===== src/rtl/prog_loader_if.sv =====
// Program-image word stream: a source pushes 32-bit words, the loader accepts them.
interface prog_loader_if;
  logic        in_valid;
  logic [31:0] in_data;
  logic        in_ready;

  // Word source: drives valid and data, observes ready.
  modport master (
    output in_valid,
    output in_data,
    input  in_ready
  );

  // Loader side: consumes valid and data, drives ready.
  modport slave (
    input  in_valid,
    input  in_data,
    output in_ready
  );
endinterface


===== src/rtl/prog_loader.sv =====
// Bring-up loader: streams a program image into instruction memory while the
// core is held in reset, then releases the core and runs it until a halt word
// is fetched or the cycle budget runs out.
module prog_loader #(
  parameter int unsigned ADDR_WIDTH   = 8,
  parameter int unsigned RESET_CYCLES = 2,
  parameter int unsigned MAX_CYCLES   = 1000,
  parameter logic [31:0] HALT_WORD    = 32'hFC000000
) (
  input  logic                  clk,
  input  logic                  reset,
  input  logic                  start,
  prog_loader_if.slave          inStream,
  output logic                  imem_we,
  output logic [ADDR_WIDTH-1:0] imem_addr,
  output logic [31:0]           imem_wdata,
  input  logic [31:0]           cpu_inst,
  output logic                  cpu_reset,
  output logic                  pc_write,
  output logic                  busy,
  output logic                  done,
  output logic                  timeout,
  output logic                  error
);

  localparam int unsigned CNT_W = ADDR_WIDTH + 1;
  localparam int unsigned RST_W = 4;
  localparam int unsigned RUN_W = 32;
  localparam logic [CNT_W-1:0] DEPTH    = CNT_W'(1 << ADDR_WIDTH);
  localparam logic [RST_W-1:0] RST_LAST = RST_W'(RESET_CYCLES - 1);
  localparam logic [RUN_W-1:0] RUN_LAST = RUN_W'(MAX_CYCLES - 1);

  typedef enum logic [2:0] {
    IDLE,
    HEADER,
    LOAD,
    RELEASE,
    RUN,
    HALTED,
    ERROR
  } stateT;

  stateT            state, stateNext;
  logic [CNT_W-1:0] numWords, numWordsNext;
  logic [CNT_W-1:0] wordCnt, wordCntNext;
  logic [RST_W-1:0] rstCnt, rstCntNext;
  logic [RUN_W-1:0] runCnt, runCntNext;

  logic                  weNext;
  logic [ADDR_WIDTH-1:0] addrNext;
  logic [31:0]           wdataNext;
  logic                  timeoutNext;
  logic                  inReadyNext;
  logic                  cpuResetNext;
  logic                  pcWriteNext;
  logic                  busyNext;
  logic                  doneNext;
  logic                  errorNext;

  logic             accept;
  logic [CNT_W-1:0] hdrWords;
  logic             hdrBad;

  // State and registered outputs; status flags are flops decoded from the next state.
  always_ff @(posedge clk or posedge reset) begin
    if (reset) begin
      state             <= IDLE;
      numWords          <= '0;
      wordCnt           <= '0;
      rstCnt            <= '0;
      runCnt            <= '0;
      imem_we           <= 1'b0;
      imem_addr         <= '0;
      imem_wdata        <= '0;
      inStream.in_ready <= 1'b0;
      cpu_reset         <= 1'b1;
      pc_write          <= 1'b0;
      busy              <= 1'b0;
      done              <= 1'b0;
      timeout           <= 1'b0;
      error             <= 1'b0;
    end else begin
      state             <= stateNext;
      numWords          <= numWordsNext;
      wordCnt           <= wordCntNext;
      rstCnt            <= rstCntNext;
      runCnt            <= runCntNext;
      imem_we           <= weNext;
      imem_addr         <= addrNext;
      imem_wdata        <= wdataNext;
      inStream.in_ready <= inReadyNext;
      cpu_reset         <= cpuResetNext;
      pc_write          <= pcWriteNext;
      busy              <= busyNext;
      done              <= doneNext;
      timeout           <= timeoutNext;
      error             <= errorNext;
    end
  end

  // Next-state, counter and output decode.
  always_comb begin
    stateNext    = state;
    numWordsNext = numWords;
    wordCntNext  = wordCnt;
    rstCntNext   = rstCnt;
    runCntNext   = runCnt;
    weNext       = 1'b0;
    addrNext     = imem_addr;
    wdataNext    = imem_wdata;
    timeoutNext  = timeout;

    accept   = inStream.in_valid & inStream.in_ready;
    hdrWords = inStream.in_data[ADDR_WIDTH:0];
    hdrBad   = (hdrWords == '0) || (hdrWords > DEPTH) ||
               (inStream.in_data[31:ADDR_WIDTH+1] != '0);

    case (state)
      IDLE, HALTED, ERROR: begin
        if (start) begin
          stateNext   = HEADER;
          timeoutNext = 1'b0;
        end
      end
      HEADER: begin
        if (accept) begin
          if (hdrBad) begin
            stateNext = ERROR;
          end else begin
            stateNext    = LOAD;
            numWordsNext = hdrWords;
            wordCntNext  = '0;
          end
        end
      end
      LOAD: begin
        if (accept) begin
          weNext      = 1'b1;
          addrNext    = wordCnt[ADDR_WIDTH-1:0];
          wdataNext   = inStream.in_data;
          wordCntNext = wordCnt + CNT_W'(1);
          if (wordCnt == numWords - CNT_W'(1)) begin
            stateNext  = RELEASE;
            rstCntNext = '0;
          end
        end
      end
      RELEASE: begin
        if (rstCnt == RST_LAST) begin
          stateNext  = RUN;
          runCntNext = '0;
        end else begin
          rstCntNext = rstCnt + RST_W'(1);
        end
      end
      RUN: begin
        runCntNext = runCnt + RUN_W'(1);
        if (cpu_inst == HALT_WORD) begin
          stateNext   = HALTED;
          timeoutNext = 1'b0;
        end else if (runCnt == RUN_LAST) begin
          stateNext   = HALTED;
          timeoutNext = 1'b1;
        end
      end
      default: stateNext = IDLE;
    endcase

    inReadyNext  = (stateNext == HEADER) || (stateNext == LOAD);
    cpuResetNext = !((stateNext == RUN) || (stateNext == HALTED));
    pcWriteNext  = (stateNext == RUN);
    busyNext     = (stateNext == HEADER) || (stateNext == LOAD) ||
                   (stateNext == RELEASE) || (stateNext == RUN);
    doneNext     = (stateNext == HALTED);
    errorNext    = (stateNext == ERROR);
  end

endmodule


===== src/flat_wrapper.sv =====
// flat-port wrapper written by rule: the top's interface ports become plain ports
module prog_loader_flat 
#(
  parameter int unsigned ADDR_WIDTH   = 8,
  parameter int unsigned RESET_CYCLES = 2,
  parameter int unsigned MAX_CYCLES   = 1000,
  parameter logic [31:0] HALT_WORD    = 32'hFC000000
)
  (clk, reset, start, imem_we, imem_addr, imem_wdata, cpu_inst, cpu_reset, pc_write, busy, done, timeout, error, inStream_in_valid, inStream_in_data, inStream_in_ready);
  prog_loader_if inStream_i ();
  input  logic clk;
  input  logic reset;
  input  logic start;
  output logic imem_we;
  output logic [ADDR_WIDTH-1:0] imem_addr;
  output logic [31:0] imem_wdata;
  input  logic [31:0] cpu_inst;
  output logic cpu_reset;
  output logic pc_write;
  output logic busy;
  output logic done;
  output logic timeout;
  output logic error;
  input wire logic [$bits(inStream_i.in_valid)-1:0] inStream_in_valid;
  input wire logic [$bits(inStream_i.in_data)-1:0] inStream_in_data;
  output wire logic [$bits(inStream_i.in_ready)-1:0] inStream_in_ready;
  assign inStream_i.in_valid = inStream_in_valid;
  assign inStream_i.in_data = inStream_in_data;
  assign inStream_in_ready = inStream_i.in_ready;
  prog_loader #(.ADDR_WIDTH(ADDR_WIDTH), .RESET_CYCLES(RESET_CYCLES), .MAX_CYCLES(MAX_CYCLES), .HALT_WORD(HALT_WORD)) u_core (.clk(clk), .reset(reset), .start(start), .inStream(inStream_i), .imem_we(imem_we), .imem_addr(imem_addr), .imem_wdata(imem_wdata), .cpu_inst(cpu_inst), .cpu_reset(cpu_reset), .pc_write(pc_write), .busy(busy), .done(done), .timeout(timeout), .error(error));
endmodule

===== config.mk =====
export PLATFORM = sky130hd
export DESIGN_NAME = prog_loader_flat
export DESIGN_NICKNAME = d
export VERILOG_FILES = /design/src/rtl/prog_loader_if.sv /design/src/rtl/prog_loader.sv /design/src/flat_wrapper.sv
export SDC_FILE = /design/constraint.sdc
export NUM_CORES = 1
export LEC_CHECK = 0
export ABC_AREA = 0
export BUFFER_PORTS_ARGS = -buffer_cell sky130_fd_sc_hd__buf_2
export CORE_MARGIN = 2
export CORE_UTILIZATION = 25
export DETAILED_ROUTE_END_ITERATION = 12
export PLACE_DENSITY = 0.42
export SLEW_MARGIN = 20
export SYNTH_ARGS = -nofsm -noshare
export SYNTH_HDL_FRONTEND = slang
export SYNTH_SLANG_ARGS = --single-unit

===== constraint.sdc =====
create_clock -name clk -period 3.6 [get_ports clk]
set_input_delay 0.36 -clock clk [delete_from_list [all_inputs] [get_ports clk]]
set_output_delay 0.36 -clock clk [all_outputs]
set_load 0.01 [all_outputs]

# Word level (Yosys, flattened, before mapping)
# Cells that the tools add are included.
# totals
regBits	105
input_bits	68
elab_cells	92
# classes
addsub	4
magnitude_cmp	1
n_eq_ne	24
muxes	25
bitwise	2
reduce_logical	21
# ops
cell	n
$pmux W32 S2	1
$add A32 B1 Y32 const B	1
$eq A32 B10 Y1 const B	1
$eq A32 B32 Y1 const B	1
$mux W32	1
$mux W9	3
$mux W3	8
$reduce_bool A23 Y1	1
$eq A3 B3 Y1 const B	6
$pmux W9 S2	1
$pmux W3 S5	1
$eq A3 B2 Y1 const B	4
$mux W4	3
$add A9 B1 Y9 const B	1
$eq A9 B9 Y1	1
$gt A9 B9 Y1 const B	1
$logic_not A9 Y1	1
$sub A9 B1 Y9 const B	1
$ne A2 B1 Y1 const B	4
$pmux W4 S2	1
$reduce_and A4 Y1	2
$reduce_bool A2 Y1	4
$eq A3 B1 Y1 const B	2
$logic_or A1 B1 Y1	6
other kinds (13)	21

# Logic depth before layout (Yosys ltp)
# Gate-level depths: netlist of run 1.
# logic_depth
ltp_word	10
mapped_depth	9

# Least setup slack after synthesis of run 1
# Ideal clock, no wire load.
# synth_path
kind	register to register
from	register u_core.numWords[0]
to	register u_core.rstCnt[0]
arrival_time_ns	2.151
setup_slack_ns	1.318
path_stages_with_launch	9
n_path_buf	1
period_less_slack_ns	2.282
cell_sequence	dfrtp_1 > inv_1 > ha_1 > clkbuf_1 > or4b_1 > a311o_1 > a211o_1 > a21oi_2 > mux2i_1
# synth_between
elab_chain_cells	4
# synth_lines
item	line_no	rtl
start, declared	prog_loader.sv:44	logic [CNT_W-1:0] numWords, numWordsNext;
start signal, assigned	prog_loader.sv:84	numWords <= numWordsNext;
$sub A9 B1 Y9	prog_loader.sv:142	if (wordCnt == numWords - CNT_W'(1)) begin
$eq A9 B9 Y1	prog_loader.sv:142	
$ne A2 B1 Y1 (no line)	--	
$reduce_and A4 Y1 (no line)	--	
end signal, assigned	prog_loader.sv:86	rstCnt <= rstCntNext;
end, declared	prog_loader.sv:46	logic [RST_W-1:0] rstCnt, rstCntNext;
# No other way between the ends.
# A chain may end at the register's enable or synchronous reset.

# Worst setup path in the final report of run 1
# layout_path
from	register u_core.state[1]
to	register u_core.runCnt[24]
# layout_between
elab_chain_cells	3
# layout_lines
item	line_no	rtl
start, declared	prog_loader.sv:43	stateT state, stateNext;
start signal, assigned	prog_loader.sv:83	state <= stateNext;
$eq A3 B2 Y1 / $eq A3 B3 Y1 (equally long branches)	prog_loader.sv:118	case (state)
$ne A2 B1 Y1 (no line) / $reduce_bool A2 Y1 (equally long branches)	--	
$reduce_and A2 Y1 (no line)	--	
end signal, assigned	prog_loader.sv:87	runCnt <= runCntNext;
end, declared	prog_loader.sv:47	logic [RUN_W-1:0] runCnt, runCntNext;
# Parallel ways exist; a longest one is shown, timed or not.

==> reports/qor.csv, run 1 <==
stage;metric;value;unit
worst_setup_path;Slowest cell on crit path;nor4b_2;
synthesis;complex-gate fraction of the synthesized area;8.311;%
synthesis;Synth area leader;dfrtp_1;
detailed_routing;routed len/inst;14.59;microns
synthesis;top post-synthesis cells by count;nand2_1 (177), dfrtp_1 (104), mux2i_1 (19), nor4_1 (19);
clocking;Clock Tree Root;clkbuf_16;
floorplanning;height of the die;146.9;microns
placed_design;RePlAce Congestion;0.7685;
cells_and_area;final instance area;6290;sq um
worst_setup_path;crit-path cells;nor3b_1 -> buf_4 -> nand4_1 -> nor4b_2 -> nand2_1 -> o211ai_1 -> o31ai_1;
clocking;postcts setup bufs;0;
detailed_routing;initial detailed-routing violation count;314;
synthesis;synth unique cells;53;
global_route;first-pass GRT wire length;21.98;mm
synthesis;syn nets;623;
clocking;Clk Latency, worst-skew pair;0.35;ns
timing;Max Freq;371.0;MHz
clocking;Max Buffers Root-to-Sink;2;
timing;RSZ-0062 raised after global routing;false;
synthesis;adder-cell share of the synthesized area;1.226;%
worst_setup_path;critical path arrival;2.92;ns
worst_setup_path;RR Endpoint;u_core.runCnt[24];
detailed_routing;post-route ant nets;0;
worst_setup_path;count of buffer and inverter cells on the critical path;1;
detailed_routing;aggregate routed wire length;13.60;mm
synthesis;mean post-synth cell area;9.279;sq um
timing;Period minus WS final;2.695;ns
worst_setup_path;FF-to-FF path depth;7;
power_and_ir_drop;PwrDens;600.2;nW/um^2
floorplanning;Die X;146.9;microns
cells_and_area;diode count;0;
worst_setup_path;Crit. End Element;register;
detailed_routing;DRC errors left;0;
placed_design;# port buffers;115;
floorplanning;Core Box Area;20100;sq um
synthesis;multiplexer share of the synthesized area;5.271;%
global_route;initial antenna violation count;0;
worst_setup_path;CP max stage delay;0.53;ns
floorplanning;io pins;116;
timing;Slew @ Worst Pin;0.9000;ns
floorplanning;Site Rows;52;
placed_design;HPWL Detailed;9.663;mm
synthesis;Mapped Area;5104;sq um
min_path;Hold Crit Class;primary input to async pin;
clocking;clock-pin slew on the worst setup and hold paths;0.07;ns
power_and_ir_drop;LEAKAGE;3.180;nW
detailed_routing;Pre-antenna DRT Iters;4;
timing;Fin Hold WS;0.09956;ns
clocking;TritonCTS buffer count;9;
worst_setup_path;required time of the critical path;3.83;ns
synthesis;yosys warns;0;
synthesis;sequential share of the synthesized area;51.51;%
clocking;TritonCTS clock tree;yes;
timing;final worst path period share;74.87;%
job;maxcap violations;0;
power_and_ir_drop;VDD IR max;0.0002247;V
detailed_routing;Via Count;4324;
detailed_routing;Via-to-Cell Ratio;4.639;
worst_setup_path;Critical R2R Launch;u_core.state[1];
timing;setup violators final;0;
clocking;post_cts resized;0;
worst_setup_path;r2r setup slk;0.90;ns
timing;max_slew headroom;39.93;%
placed_design;Post-DP Area;5983;sq um
synthesis;largest family of logic cells by synthesized area;simple AND/OR/NAND/NOR gates;
synthesis;simple-gate share of the synthesized area;27.19;%
cells_and_area;post-layout util;31.29;%
timing;Worst Clk Skew;0.006314;ns
cells_and_area;P&R area growth vs syn;23.24;%
global_route;gr ovfl total;0;
timing;final hold violation count;0;
status;outcome;complete, no violations;
worst_setup_path;crit path from;u_core.state[1];
worst_setup_path;critical path peak fanout;12;
synthesis;ys flop type;dfrtp_1;
timing;setup TNS;0;ns
clocking;H-Tree Depth;3;
worst_setup_path;Crit Path Class;register to register;
global_route;largest net degree at the start of global routing;60;
clocking;# clock sinks;105;
cells_and_area;nets;730;
synthesis;cells after synthesis;550;
worst_setup_path;crit start category;register;
synthesis;most common cell in the synthesized netlist;nand2_1;
clocking;Post-CTS Hold Fix Bufs;0;
synthesis;number of flops mapped to enable cells by yosys;0;
global_route;Tot GR Track Use;12.75;%
synthesis;async set-reset flop share out of synthesis;100.0;%
floorplanning;Die ar.;21570;sq um
synthesis;Yosys top cell area share;50.99;%
global_route;vias in the first global route;4290;
synthesis;Synth area leaders;dfrtp_1 (51%), nand2_1 (13%), mux2i_1 (3.7%);
worst_setup_path;CP delay by family, top;simple AND/OR/NAND/NOR gates;
floorplanning;initial cell density of the core;25.39;%
timing;Final Slew Violations;0;
synthesis;Post-Synth XOR/XNOR Area;3.530;%
synthesis;synthesized flop and latch total;105;
cells_and_area;fraction of layout cells with a size suffix above 1;22.66;%
## worst reg2reg max path, delay by kind of cell (launching register included)
kind	cells	cell delay, ns
and+or+nand+nor	4	1.47
AOI/OAI and AO/OA	2	0.39
DFF	1	0.51
buffers and inverters	1	0.20
## worst max path at each step
| stage | to | cells past startpoint |
|---|---|---|
| after floorplan | u_core.busy | 1 |
| after global placement | u_core.wordCnt[0] | 8 |
| after detailed placement | u_core.wordCnt[0] | 8 |
| after CTS | u_core.runCnt[30] | 7 |
| after global routing | u_core.runCnt[22] | 7 |
| final | u_core.runCnt[24] | 7 |
## metrics by stage
step	std cells	setup WS, ns	power [mW]
CTS	932	0.9177	3.844
global placement	916	0.8347	2.760
detailed placement	916	0.6956	2.781
global route	932	0.6454	4.044
floorplan	550	0.4811	2.311
finish	932	0.9049	3.775
## state kept, by name, indices dropped and copies added, names as in the netlist
| name | cells |
|---|---|
| u_core.busy | 1 |
| u_core.cpu_reset | 1 |
| u_core.done | 1 |
| u_core.error | 1 |
| u_core.imem_addr | 8 |
| u_core.imem_wdata | 32 |
| u_core.imem_we | 1 |
| u_core.inStream.in_ready | 1 |
| u_core.numWords | 9 |
| u_core.pc_write | 1 |
| u_core.rstCnt | 4 |
| u_core.runCnt | 32 |
| u_core.state | 3 |
| u_core.timeout | 1 |
| u_core.wordCnt | 9 |
## area by class of cell
type / instances / area, sq um
Fill cell: 2073 / 13810
Sequential cell: 105 / 2629
Multi-Input combinational cell: 406 / 2328
Timing Repair Buffer: 121 / 633.1
Tap cell: 270 / 337.8
Clock buffer: 13 / 260.3
Inverter: 14 / 55.05
Clock inverter: 3 / 46.29
## layer usage
layer | track usage [%] | vias to the layer above | share of wire (%)
li1 | - | 2120 | -
met1 | 15.42 | 2088 | 44
met2 | 22.14 | 98 | 50
met3 | 2.422 | 18 | 4.1
met4 | 5.583 | 0 | 2.5
met5 | 0 | - | 0
## layout by cell type, fill, tap and decap left out, drive strengths merged, types with 13 or more instances in the layout
cell type	netlist	final
inv	14	15
mux2i	19	19
nand2	177	177
nor2	16	16
clkbuf	15	13
nor4	20	20
nand3	13	13
nand4	17	17
xor2	13	13
o21ai	19	19
buf	10	121
dfrtp	104	104
## kinds of logic (layout without fill, tap and decap cells)
group / Yosys count / count (layout)
flip-flops: 105 / 105
AND/OR/NAND/NOR: 293 / 293
XOR/XNOR: 19 / 19
adder cells (fa/ha/maj): 5 / 5
AO/OA/AOI/OAI: 63 / 63
multiplexers: 26 / 26
buffers and inverters: 39 / 151
## power breakdown
part           internal [mW]  switching [mW]
sequential              1.47           0.224
clock                  0.582           0.453
combinational          0.427           0.622
No activity file was read; power rests on OpenSTA's default activity.
==> run 2: changes to the inputs <==
==> constraint.sdc (replaced) <==
create_clock -name clk -period 2.55 [get_ports clk]
set_input_delay 0.255 -clock clk [delete_from_list [all_inputs] [get_ports clk]]
set_output_delay 0.255 -clock clk [all_outputs]
set_load 0.01 [all_outputs]
==> run 2 against run 1 <==
Against the previous run: utilization increased by 0.54 points; flip-flop and latch count unchanged; hold slack got worse by 0.046 ns; largest power group unchanged; highest routed layer unchanged; via count increased by 1.8%; wire length increased by 0.99%.
==> reports/qor.csv, run 2 (synthesized netlist as in run 1, its figures left out) <==
stage;metric;value;unit;change
status;outcome;complete, no violations;;unchanged
timing;final hold violation count;0;;unchanged
timing;Final WS setup;0.1752;ns;was 0.9049 ns
worst_setup_path;Crit. End Element;register;;unchanged
global_route;initial antenna violation count;0;;unchanged
cells_and_area;commonest non-fill, non-tap cell in the layout;nand2_1;;unchanged
job;maxcap violations;0;;unchanged
timing;Period minus WS final;2.375;ns;was 2.695 ns
placed_design;pre-CTS WS;0.1888;ns;was 0.6956 ns
global_route;gr ovfl total;0;;unchanged
worst_setup_path;count of buffer and inverter cells on the critical path;1;;unchanged
floorplanning;height of the die;146.9;microns;unchanged
detailed_routing;routed len/inst;14.58;microns;was 14.59 microns
timing;max_slew headroom;60.39;%;was 39.93%
timing;setup TNS;0;ns;unchanged
detailed_routing;Via Count;4401;;was 4,324
detailed_routing;post-route ant nets;0;;unchanged
cells_and_area;nets;740;;was 730
floorplanning;Die ar.;21570;sq um;unchanged
worst_setup_path;crit-path cells;inv_1 -> ha_1 -> or4b_1 -> a311o_1 -> a211o_1 -> a21oi_2 -> o22ai_1;;was nor3b_1 -> buf_4 -> nand4_1 -> nor4b_2 -> nand2_1 -> o211ai_1 -> o31ai_1
worst_setup_path;required time of the critical path;2.79;ns;was 3.83 ns
timing;Slew @ Worst Pin;0.5868;ns;was 0.9000 ns
power_and_ir_drop;LEAKAGE;3.232;nW;was 3.180 nW
power_and_ir_drop;VDD IR max;0.0004626;V;was 0.0002247 V
detailed_routing;initial detailed-routing violation count;292;;was 314
floorplanning;Core Box Area;20100;sq um;unchanged
placed_design;# port buffers;115;;unchanged
timing;Worst Clk Skew;0.008830;ns;was 0.006314 ns
clocking;Clock Tree Root;clkbuf_16;;unchanged
timing;final worst path period share;93.13;%;was 74.87%
detailed_routing;Pre-antenna DRT Iters;5;;was 4
detailed_routing;DRC errors left;0;;unchanged
clocking;Clk Latency, worst-skew pair;0.36;ns;was 0.35 ns
floorplanning;io pins;116;;unchanged
detailed_routing;aggregate routed wire length;13.74;mm;was 13.60 mm
clocking;H-Tree Depth;3;;unchanged
global_route;vias in the first global route;4461;;was 4,290
min_path;Hold Crit Class;primary input to async pin;;unchanged
clocking;TritonCTS buffer count;9;;unchanged
cells_and_area;fraction of layout cells with a size suffix above 1;24.11;%;was 22.66%
power_and_ir_drop;PwrDens;841.2;nW/um^2;was 600.2 nW/um^2
clocking;clock-pin slew on the worst setup and hold paths;0.08;ns;was 0.07 ns
timing;Final Slew Violations;0;;unchanged
worst_setup_path;critical path peak fanout;6;;was 12
detailed_routing;Via-to-Cell Ratio;4.672;;was 4.639
clocking;postcts setup bufs;0;;unchanged
cells_and_area;commonest cells after routing, fill and taps aside;nand2_1 (177), buf_2 (115), dfrtp_1 (104);;unchanged
clocking;# clock sinks;105;;unchanged
floorplanning;initial cell density of the core;25.39;%;unchanged
floorplanning;Site Rows;52;;unchanged
worst_setup_path;Slowest cell on crit path;or4b_1;;was nor4b_2
clocking;TritonCTS clock tree;yes;;unchanged
clocking;Post-CTS Hold Fix Bufs;0;;unchanged
floorplanning;Die X;146.9;microns;unchanged
cells_and_area;diode count;0;;unchanged
worst_setup_path;Crit Path Class;register to register;;unchanged
clocking;Max Buffers Root-to-Sink;2;;unchanged
placed_design;cell count after placement;926;;was 916
placed_design;HPWL Detailed;9.799;mm;was 9.663 mm
timing;RSZ-0062 raised after global routing;false;;unchanged
worst_setup_path;CP delay by family, top;compound AO/OA/AOI/OAI gates;;was simple AND/OR/NAND/NOR gates
cells_and_area;P&R area growth vs syn;25.35;%;was 23.24%
global_route;first-pass GRT wire length;23.15;mm;was 21.98 mm
clocking;post_cts resized;0;;unchanged
timing;setup violators final;0;;unchanged
power_and_ir_drop;Tot Pwr;5.382;mW;was 3.775 mW
cells_and_area;Post-Layout Cell Count;942;;was 932
worst_setup_path;critical path arrival;2.61;ns;was 2.92 ns
worst_setup_path;crit start category;register;;unchanged
global_route;Tot GR Track Use;13.36;%;was 12.75%
timing;Max Freq;421.1;MHz;was 371.0 MHz
global_route;largest net degree at the start of global routing;106;;was 60
cells_and_area;Top Registers;u_core.imem_wdata x32, u_core.runCnt x32;;unchanged
placed_design;RePlAce Congestion;0.7978;;was 0.7685
worst_setup_path;CP max stage delay;0.46;ns;was 0.53 ns
## run 2: area by class of cell
cell class / count / area [sq um]
fill: 2115 / 13710
sequential: 105 / 2629
multi-input combinational: 406 / 2328
timing repair buffer: 131 / 733.2
tap: 270 / 337.8
clock buffer: 10 / 239.0
clock inverter: 6 / 73.82
inverter: 14 / 56.30
## run 2: per-layer routing
layer	vias up	GRT usage, %	wire (microns)
li1	2156	-	-
met1	2111	17.06	6266
met2	114	22.58	6621
met3	20	2.267	531
met4	0	5.340	316
met5	-	0	0
## run 2: report_power, final
group	switching (mW)	internal, mW	total (mW)
Clock	0.674	0.802	1.48
Sequential	0.273	2.07	2.34
Combinational	0.928	0.635	1.56
## run 2: path summary, 6_finish.rpt
path | from | endpoint | slack, ns | cells past startpoint
min in group clk | inStream_in_data[9] | u_core.imem_wdata[9] | 0.11 | 3
worst max register to register | u_core.numWords[0] | u_core.rstCnt[1] | 0.18 | 7
max in group asynchronous | reset | u_core.runCnt[4] | 2.04 | 3
worst min-delay path | reset | u_core.rstCnt[3] | 0.05 | 3
worst min register to register | u_core.imem_wdata[6] | u_core.imem_wdata[6] | 0.47 | 2
worst max-delay path | u_core.numWords[0] | u_core.rstCnt[1] | 0.18 | 7
## run 2: worst reg2reg max path: cells and delay by family, from the launching register on
kind                       cells  cell delay [ns]
AOI/OAI and AO/OA              4             1.05
and+or+nand+nor                1             0.46
DFF                            1             0.45
adders and majority gates      1             0.19
buffers and inverters          1             0.11
## run 2: stage by stage
step / cell area, sq um / utilization, % / hold WS, ns
after floorplan: 5107 / - / 0.3604
after global placement: 6085 / 30.27 / 0.4557
after detailed placement: 6085 / 30.27 / 0.4573
after CTS: 6397 / 31.82 / 0.08574
after global routing: 6397 / 31.82 / 0.09985
final: 6397 / 31.82 / 0.05394
==> run 3: changes to the inputs <==
==> constraint.sdc (replaced) <==
create_clock -name clk -period 2.55 [get_ports clk]
set_input_delay 0.51 -clock clk [delete_from_list [all_inputs] [get_ports clk]]
set_output_delay 0.51 -clock clk [all_outputs]
set_load 0.01 [all_outputs]
==> run 3 against run 2 <==
Against the previous run: first-iteration DRC count shrank 9.2%; utilization shrank 0.17 points; total power shrank 3.1%; critical path type unchanged.
==> reports/qor.csv, run 3 (synthesized netlist as in run 1, its figures left out) <==
stage;metric;value;unit;change
status;outcome;complete, no violations;;unchanged
detailed_routing;metal3 WL;540;microns;was 531 microns
clocking;Clock Tree Root;clkbuf_16;;unchanged
detailed_routing;aggregate routed wire length;13.62;mm;was 13.74 mm
worst_setup_path;FF-to-FF path depth;7;;unchanged
clocking;Max Buffers Root-to-Sink;2;;unchanged
power_and_ir_drop;Gate power share;30.4;%;was 29.0%
cells_and_area;final instance area;6364;sq um;was 6397 sq um
floorplanning;Die ar.;21570;sq um;unchanged
worst_setup_path;CP max stage delay;0.45;ns;was 0.46 ns
worst_setup_path;Slowest cell on crit path;dfrtp_1;;was or4b_1
clocking;postcts setup bufs;0;;unchanged
floorplanning;Site Rows;52;;unchanged
timing;RSZ-0062 raised after global routing;false;;unchanged
min_path;Hold Crit Class;primary input to async pin;;unchanged
worst_setup_path;critical path arrival;2.70;ns;was 2.61 ns
detailed_routing;DRC errors left;0;;unchanged
clocking;H-Tree Depth;3;;unchanged
timing;final hold violation count;0;;unchanged
detailed_routing;M1 WL;6.221;mm;was 6.266 mm
floorplanning;height of the die;146.9;microns;unchanged
placed_design;Post-DP Area;6095;sq um;was 6085 sq um
timing;Final WS setup;0.1476;ns;was 0.1752 ns
clocking;Clk Latency, worst-skew pair;0.35;ns;was 0.36 ns
power_and_ir_drop;PwrDens;819.2;nW/um^2;was 841.2 nW/um^2
floorplanning;Core Box Area;20100;sq um;unchanged
worst_setup_path;required time of the critical path;2.84;ns;was 2.79 ns
detailed_routing;post-route ant nets;0;;unchanged
power_and_ir_drop;P_int;3.380;mW;was 3.507 mW
detailed_routing;routed len/inst;14.40;microns;was 14.58 microns
worst_setup_path;Crit. End Element;register;;unchanged
detailed_routing;Via-to-Cell Ratio;4.631;;was 4.672
worst_setup_path;Critical R2R Launch;u_core.numWords[0];;unchanged
timing;setup violators final;0;;unchanged
floorplanning;initial cell density of the core;25.39;%;unchanged
timing;Max Freq;416.2;MHz;was 421.1 MHz
cells_and_area;nets;743;;was 740
placed_design;pre-CTS WS;-0.1629;ns;was 0.1888 ns
worst_setup_path;crit path from;u_core.numWords[0];;unchanged
detailed_routing;Pre-antenna DRT Iters;4;;was 5
floorplanning;io pins;116;;unchanged
placed_design;RePlAce Congestion;0.7991;;was 0.7978
worst_setup_path;r2r setup slk;0.15;ns;was 0.18 ns
worst_setup_path;RR Endpoint;u_core.done;;was u_core.rstCnt[1]
timing;max_slew headroom;59.40;%;was 60.39%
timing;Slew @ Worst Pin;0.6089;ns;was 0.5868 ns
global_route;largest net degree at the start of global routing;106;;unchanged
power_and_ir_drop;NetSw;1.833;mW;was 1.875 mW
global_route;first-pass GRT wire length;22.62;mm;was 23.15 mm
worst_setup_path;crit start category;register;;unchanged
worst_setup_path;Crit Path Class;register to register;;unchanged
global_route;Tot GR Track Use;13.10;%;was 13.36%
detailed_routing;met2 routed wirelength;6.497;mm;was 6.621 mm
cells_and_area;commonest non-fill, non-tap cell in the layout;nand2_1;;unchanged
clocking;# clock sinks;105;;unchanged
power_and_ir_drop;VDD IR max;0.0003232;V;was 0.0004626 V
timing;setup TNS;0;ns;unchanged
global_route;vias in the first global route;4413;;was 4,461
worst_setup_path;CP Capture Point;u_core.done;;was u_core.rstCnt[1]
timing;Final Slew Violations;0;;unchanged
cells_and_area;post-layout util;31.65;%;was 31.82%
detailed_routing;highest metal used;met4;;unchanged
timing;final worst path period share;94.21;%;was 93.13%
job;maxcap violations;0;;unchanged
clocking;Post-CTS Hold Fix Bufs;0;;unchanged
power_and_ir_drop;Clock power frac;24.8;%;was 27.4%
worst_setup_path;crit-path cells;inv_1 -> ha_1 -> or4b_1 -> a311o_1 -> a211o_1 -> o211ai_2 -> and2b_1;;was inv_1 -> ha_1 -> or4b_1 -> a311o_1 -> a211o_1 -> a21oi_2 -> o22ai_1
clocking;TritonCTS clock tree;yes;;unchanged
cells_and_area;fraction of layout cells with a size suffix above 1;23.85;%;was 24.11%
cells_and_area;commonest cells after routing, fill and taps aside;nand2_1 (177), buf_2 (115), dfrtp_1 (104);;unchanged
detailed_routing;initial detailed-routing violation count;265;;was 292
clocking;TritonCTS buffer count;9;;unchanged
cells_and_area;P&R area growth vs syn;24.69;%;was 25.35%
global_route;gr ovfl total;0;;unchanged
power_and_ir_drop;Sw Ratio;35.15;%;was 34.84%
placed_design;HPWL Detailed;9.675;mm;was 9.799 mm
global_route;initial antenna violation count;1;;was 0
floorplanning;Die X;146.9;microns;unchanged
detailed_routing;Via Count;4381;;was 4,401
power_and_ir_drop;Flop pwr share;44.9;%;was 43.5%
clocking;clock-pin slew on the worst setup and hold paths;0.07;ns;was 0.08 ns
power_and_ir_drop;LEAKAGE;3.228;nW;was 3.232 nW
cells_and_area;Top Registers;u_core.imem_wdata x32, u_core.runCnt x32;;unchanged
timing;Worst Clk Skew;0.008541;ns;was 0.008830 ns
timing;Period minus WS final;2.402;ns;was 2.375 ns
worst_setup_path;critical path peak fanout;6;;unchanged
placed_design;# port buffers;115;;unchanged
-- run 3: changes by cell type in the layout (fill, tap and decap cells not counted), moves of 2 or more --
| cell | before | now |
|---|---|---|
| clkinvlp_4 | 3 | 1 |
| clkinv_2 | 0 | 2 |
| buf_4 | 13 | 17 |
| clkbuf_1 | 0 | 4 |
-- run 3: through the flow --
step	hold WS, ns	total power [mW]	std cells
floorplan	0.4454	3.263	550
global placement	0.4545	3.946	929
detailed placement	0.4568	3.970	929
CTS	0.3508	5.294	945
global route	0.3675	5.597	946
finish	0.2936	5.213	946
-- run 3: final cells by class --
type | instances | area [sq um]
antenna | 1 | 2.502
clock buffer | 13 | 240.2
clock inverter | 3 | 18.77
fill | 2130 | 13740
inverter | 14 | 56.30
multi-input combinational | 406 | 2336
sequential | 105 | 2629
tap | 270 | 337.8
timing repair buffer | 134 | 743.2
-- run 3: per-layer routing --
layer / up-vias / track usage, %
met2: 111 / 21.74
met4: 0 / 5.485
li1: 2155 / -
met1: 2091 / 16.89
met5: - / 0
met3: 24 / 2.360
-- run 3: what timing repair did --
item	4_1_cts	5_1_grt
setup endpoints to repair	0	1
endpoints found under the hold margin	0	0
gates resized for setup	0	1
-- run 3: critical path: cells and delay by family, from the launching register on --
family                   cells  cell delay, ns
adder cells (fa/ha/maj)      1            0.22
buffers and inverters        1            0.10
AO/OA/AOI/OAI                3            0.97
AND/OR/NAND/NOR              2            0.61
flip-flops                   1            0.45
-- run 3: worst min path at each step --
stage | startpoint | endpoint | slack [ns] | depth (start not counted)
floorplan | u_core.runCnt[31] | u_core.runCnt[31] | 0.45 | 1
global placement | u_core.imem_addr[6] | u_core.imem_addr[6] | 0.45 | 2
detailed placement | u_core.imem_wdata[12] | u_core.imem_wdata[12] | 0.46 | 2
CTS | inStream_in_data[9] | u_core.imem_wdata[9] | 0.35 | 3
global route | inStream_in_data[13] | u_core.imem_wdata[13] | 0.37 | 3
finish | reset | u_core.done | 0.29 | 3
-- run 3: power groups by stage --
| stage | clock network, mW | registers, mW | logic [mW] |
|---|---|---|---|
| 2_1_floorplan | 0 | 2.47 | 0.793 |
| 3_3_place_gp | 0 | 2.36 | 1.58 |
| 3_5_place_dp | 0 | 2.37 | 1.60 |
| 4_1_cts | 1.35 | 2.34 | 1.60 |
| 5_1_grt | 1.42 | 2.40 | 1.78 |
| 6_report | 1.29 | 2.34 | 1.58 |
